===== src/rtl/multi_gate_sweep.sv =====
// Registered N-input gate (AND/OR/XOR/NAND) with a built-in exhaustive truth-table sweeper.
// Optional simulation trace: define MULTI_GATE_SWEEP_TRACE_EN.
module multi_gate_sweep #(
  parameter int WIDTH = 2
) (
  input  logic             clk,
  input  logic             rst,
  input  logic [1:0]       op,
  input  logic [WIDTH-1:0] in1,
  input  logic             in_valid,
  input  logic             start,
  output logic             o1,
  output logic             o1_valid,
  output logic [WIDTH-1:0] sweep_vec,
  output logic             busy,
  output logic             done,
  output logic [WIDTH:0]   ones_count
);

  typedef enum logic [1:0] {IDLE, SWEEP, DONE} state_t;

  // Counter is one bit wider than the vector so the terminal compare never wraps.
  localparam logic [WIDTH:0] LAST = {1'b0, {WIDTH{1'b1}}};

  state_t         state;
  logic [WIDTH:0] cnt;
  logic [1:0]     op_q;
  logic           cur_bit;

  function automatic logic gate_f(input logic [WIDTH-1:0] v, input logic [1:0] o);
    case (o)
      2'b00:   return &v;
      2'b01:   return |v;
      2'b10:   return ^v;
      default: return ~&v;
    endcase
  endfunction

  assign cur_bit = gate_f(cnt[WIDTH-1:0], op_q);

  always_ff @(posedge clk) begin
    if (rst) begin
      state      <= IDLE;
      cnt        <= '0;
      op_q       <= '0;
      o1         <= 1'b0;
      o1_valid   <= 1'b0;
      sweep_vec  <= '0;
      busy       <= 1'b0;
      done       <= 1'b0;
      ones_count <= '0;
    end else begin
      o1_valid <= 1'b0;
      done     <= 1'b0;
      case (state)
        IDLE: begin
          // start wins over a same-cycle in_valid; that request is dropped.
          if (start) begin
            state      <= SWEEP;
            op_q       <= op;
            cnt        <= '0;
            ones_count <= '0;
            busy       <= 1'b1;
          end else if (in_valid) begin
            o1        <= gate_f(in1, op);
            sweep_vec <= in1;
            o1_valid  <= 1'b1;
          end
        end
        SWEEP: begin
          o1         <= cur_bit;
          sweep_vec  <= cnt[WIDTH-1:0];
          o1_valid   <= 1'b1;
          ones_count <= ones_count + {{WIDTH{1'b0}}, cur_bit};
          if (cnt == LAST) begin
            state <= DONE;
            busy  <= 1'b0;
            done  <= 1'b1;
          end else begin
            cnt <= cnt + {{WIDTH{1'b0}}, 1'b1};
          end
        end
        DONE: begin
          state <= IDLE;
        end
        default: begin
          state <= IDLE;
        end
      endcase
    end
  end

`ifdef MULTI_GATE_SWEEP_TRACE_EN
  always @(posedge clk) begin
    if (o1_valid) $display(" vec=%b op=%b o=%b ", sweep_vec, op_q, o1);
    if (done) $display(" sweep done ones=%d ", ones_count);
  end
`else
`endif

endmodule


===== config.mk =====
export PLATFORM = sky130hd
export DESIGN_NAME = multi_gate_sweep
export DESIGN_NICKNAME = d
export VERILOG_FILES = /design/src/rtl/multi_gate_sweep.sv
export SDC_FILE = /design/constraint.sdc
export NUM_CORES = 1
export LEC_CHECK = 0
export CAP_MARGIN = 30
export CORE_UTILIZATION = 44
export DETAILED_ROUTE_END_ITERATION = 12
export GPL_TIMING_DRIVEN = 0
export PLACE_DENSITY_LB_ADDON = 0.1
export SYNTH_ARGS = -nofsm -noshare
export SYNTH_HDL_FRONTEND = slang
export SYNTH_SLANG_ARGS = --single-unit

===== constraint.sdc =====
create_clock -name clk -period 2 [get_ports clk]
set_input_delay 0.4 -clock clk [delete_from_list [all_inputs] [get_ports clk]]
set_output_delay 0.4 -clock clk [all_outputs]
set_load 0.01 [all_outputs]

-- Word level (Yosys, flattened, before mapping)
Index checks and enable logic that the tools add are counted.
- register bits: 16
- latch bits: 0
- bits in writable memories: 0
- memory bits (read-only): 0
- input port bits: 8
- logic and storage cells: 64
- memories: 0
- add/subtract/negate cells: 2
- multiply operators: 0
- div/mod/pow operators: 0
- magnitude comparators: 0
- eq/ne operators: 11
- shifts and indexed selects: 0
- muxes and demuxes: 22
- bitwise operators: 1
- reductions and logical operators: 19
- operator list (cell ; number):
    case mux 3 bit (2 select lines) ; 2
    inequality test 2 bit, second input constant ; 5
    AND reduction 2 bit ; 5
    AND reduction 3 bit ; 3
    2-to-1 mux 2 bit ; 4
    case mux 2 bit (2 select lines) ; 2
    2-to-1 mux 1 bit ; 7
    equality test 2 x 1 -> 1 bit, second input constant ; 3
    zero test 2 bit ; 3
    2-to-1 mux 3 bit ; 2
    case mux 1 bit (2 select lines) ; 3
    case mux 1 bit (3 select lines) ; 2
    OR reduction 2 bit ; 3
    equality test 2 bit, second input constant ; 2
    XOR reduction 2 bit ; 2
    adder 3 x 1 -> 3 bit ; 1
    adder 3 x 1 -> 3 bit, second input constant ; 1
    equality test 3 x 2 -> 1 bit, second input constant ; 1
    zero test 1 bit ; 2
    nonzero test 2 bit ; 1
    inverter 1 bit ; 1

-- Logic depth before layout (Yosys ltp)
- depth in word-level cells: 6
- gate-level depth with buffers: 11

-- Least setup slack after synthesis
OpenSTA, ideal clock, no wires.
- path kind: reg-to-reg
- start: register cnt[0]
- end: register ones_count[2]
- data arrival time: 1.753 ns
- setup slack: 0.119 ns
- cell stages (with the launch flop): 12
- cells stage by stage: dfxtp_1 > inv_1 > ha_1 > nor2_1 > a21oi_1 > nand2_1 > o21ai_0 > ha_1 > ha_1 > mux2_2 > a22oi_1 > nor2_1
- cells in the longest elaborated chain, start to end: 5
- ends and longest elaborated chain (element ; line ; RTL):
    from (decl) ; 26 ; logic [WIDTH:0] cnt;
    from (signal assigned) ; 80 ; cnt <= cnt + {{WIDTH{1'b0}}, 1'b1};
    AND reduction 2 bit ; 32, 35 ;
    zero test 1 bit ; 35 ; default: return ~&v;
    case mux 1 bit (3 select lines) * ; 31 ; case (o)
    adder 3 x 1 -> 3 bit * ; 74 ; ones_count <= ones_count + {{WIDTH{1'b0}}, cur_bit};
    case mux 3 bit (2 select lines) * ; 55 ; case (state)
    to (signal assigned) ; 74 ;
    to (decl) ; 17 ; output logic [WIDTH:0] ones_count
Every way passes the cells marked *; elsewhere a longest branch is shown, timed or not.
A chain may end at the register's enable or synchronous reset.

-- Worst setup path in the final report
Same ends and word-level chain as after synthesis.

==> summary.md <==
| Metric | Value |
|---|---|
| TritonCTS clock tree | `done` |
| CTS buffer count | `3` |
| GR Util met3 | `0.0357` |
| Post-layout min period | `1.92 ns` |
| Post-DP Area | `1030 um^2` |
| Crit end category | `register` |
| Clock transition at path regs | `0.10 ns` |
| Unique masters post-synth | `31` |
| PD cells | `622 nW/um^2` |
| Crit-path leading delay family | `adder cells` |
| Die area | `2100 um^2` |
| GR Util met2 | `0.254` |
| Status | `complete, no violations` |
| Post-synth EDFFs | `0` |
| Vias in the first global route | `602` |
| First-pass GRT wire length | `2550 um` |
| Die H | `45.8 um` |
| Post-Route WL | `1650 um` |
| Drt drc | `0` |
| Grt total ovfl | `0` |
| Cells after synthesis | `93` |
| FFs w/ async S/R, synth | `0` |
| MaxCap Viol Count | `0` |
| Ports | `17` |
| Max Clock Freq | `520 MHz` |
| All-Layer GR Usage | `0.174` |
| Slew HR | `0.687` |
| Antenna Violating Nets Remaining | `0` |
| Sequential share of the synthesized area | `0.379` |
| Routed vias | `703` |
| Avg Cell Area, Syn | `9.08 um^2` |
| Core area | `1760 um^2` |
| Final worst slack | `0.0784 ns` |
| Root Buffer | `clkbuf_4` |
| CTS Sinks | `16` |
| Crit Path Max Fanout | `4` |
| Worst vdd ir | `0.000408 V` |
| Row count | `15` |
| Buf+Inv Stages, Crit Path | `1` |
| Die Width | `45.8 um` |
| Met1 usage | `0.234` |
| # hold bufs at CTS | `0` |
| Final Cycle Share | `0.961` |
| Slew @ Worst Pin | `0.469 ns` |
| Pleak | `0.000437 uW` |
| H-tree depth | `1` |
| Share of cells above drive strength 1 | `0.195` |
| Hold crit path type | `in -> reg` |
| Placement Setup Slack | `-0.0343 ns` |
| Clk_lat worst skew | `0.29 ns` |
| Synth-to-layout area growth | `31.3%` |
| Synthesized Nets | `108` |
| Critical path class | `reg -> reg` |
| Final Core Density | `0.628` |
| Maximum clock path buffer count | `2` |
| Initial antenna violation count | `0` |
| Worst setup SP type | `register` |
| Slew Limit Fails | `0` |
| Cells along the critical path | `inv_2, ha_4, nor2_1, a21oi_2, nand2_1, o21ai_1, ha_2, ha_4, mux2_2, a22oi_2, nor2_1` |
| RD Place Congestion | `0.766` |
| Detail Placement HPWL | `1220 um` |
| Post-Layout Cell Count | `138` |
| DRT Pass-1 Iters | `4` |
| Largest net degree at the start of global routing | `11` |
| Initial Utilization | `0.479` |
| Hold Fails Final Rpt | `0` |
| YS warnings | `0` |
| Port Buffers | `15` |
| Register bit total from synthesis | `16` |
| Final net count | `129` |
| DP Cell Count | `133` |
| Final setup fails | `0` |
| Worst Skew | `0.00348 ns` |
| Arrival @ worst endpoint | `2.09 ns` |
| Vias/cell | `5.09` |
| Most Used Layer, Global Route | `met2` |
| Data required time of the worst path | `2.17 ns` |
| Routed wire per std cell | `12.0 um` |
| Dominant register cell in the synthesized netlist | `dfxtp_1` |
| CP peak stage delay | `0.37 ns` |
| Slowest-stage cell, CP | `dfxtp_2` |
| Post-synthesis cell area | `845 um^2` |
| Starting DRT DRC Count | `8` |
| Inserted Diodes | `0` |
| Post-route cell area | `1110 um^2` |
## cell families (layout without fill, tap and decap cells)
logic type	count (synthesis)	in the layout	share of synthesized area
AOI/OAI and AO/OA	20	20	0.161
buffers and inverters	11	31	0.0592
and+or+nand+nor	32	32	0.206
muxes	7	7	0.0904
DFF	16	16	0.379
adders and majority gates	7	7	0.104
## layout by cell type (no fill, tap or decap), types with 2 or more instances in the layout
cell / count
inv_2: 2
nor3_1: 4
dfxtp_2: 2
a21oi_1: 3
clkdlybuf4s50_1: 15
nor2_1: 15
inv_1: 5
o21ai_0: 4
a22oi_1: 3
ha_1: 4
dfxtp_1: 14
clkbuf_4: 3
mux2i_1: 5
ha_4: 2
nand2_1: 4
o21bai_1: 2
## synth_stat cells, types with 2 or more instances
cell	number	area [um^2]
a21oi_1	4	20.0
a22oi_1	4	30.0
dfxtp_1	16	320
ha_1	7	87.6
inv_1	7	26.3
mux2i_1	5	50.1
nand2_1	4	15.0
nor2_1	15	56.3
nor3_1	4	20.0
o21ai_0	5	25.0
o21bai_1	2	15.0
## cell type report
cell class	instances	area [um^2]
plain buffers	4	23.8
clock buffers	4	36.3
fillers	170	656
inverters	7	26.3
multi-input cells	66	510
flip-flops and latches	16	323
well taps	25	31.3
repair buffers	16	158
## flip-flops by register name, summed over array words and instances (netlist names)
name,cells
done,1
o1,1
sweep_vec,2
ones_count,3
op_q,2
cnt,3
o1_valid,1
busy,1
state,2
## worst register-to-register path: stages, from the launching register on
cell and delay [ns]:
dfxtp_2 0.37, inv_2 0.05, ha_4 0.26, nor2_1 0.04
a21oi_2 0.12, nand2_1 0.06, o21ai_1 0.08, ha_2 0.21
ha_4 0.13, mux2_2 0.33, a22oi_2 0.11, nor2_1 0.05
## timing repair
item                                    4_1_cts  5_1_grt
pin swaps                                     0        3
endpoints found under the setup margin        1        2
setup buffers                                 0        1
resized for setup                             2        9
## metrics by stage
stage / power, uW / TNS, ns / hold WS (ns)
4_1_cts: 692 / 0 / 0.462
2_1_floorplan: 425 / 0 / 0.464
6_report: 690 / 0 / 0.466
5_1_grt: 727 / -0.0134 / 0.493
3_3_place_gp: 470 / 0 / 0.472
3_5_place_dp: 473 / -0.0343 / 0.476
## per-layer routing
layer  wire [um]  share of wire  vias up
li1            -              -      361
met4          38          0.023        0
met2         788           0.48       13
met1         768           0.46      324
met5           0              0        -
met3          58          0.035        5
## where the power goes
part	switching, uW	internal [uW]
registers	9.71	333
logic	63.2	67.3
clock network	105	111
total	178	511
## worst paths after layout
kind         depth (start not counted)       endpoint    startpoint  slack (ns)
max                                 11  ones_count[2]        cnt[0]        0.08
min                                  2           busy           rst        0.47
max reg2reg                         11  ones_count[2]        cnt[0]        0.08
min reg2reg                          2   sweep_vec[1]  sweep_vec[1]        0.49
Power figures use the tool's default switching activity.
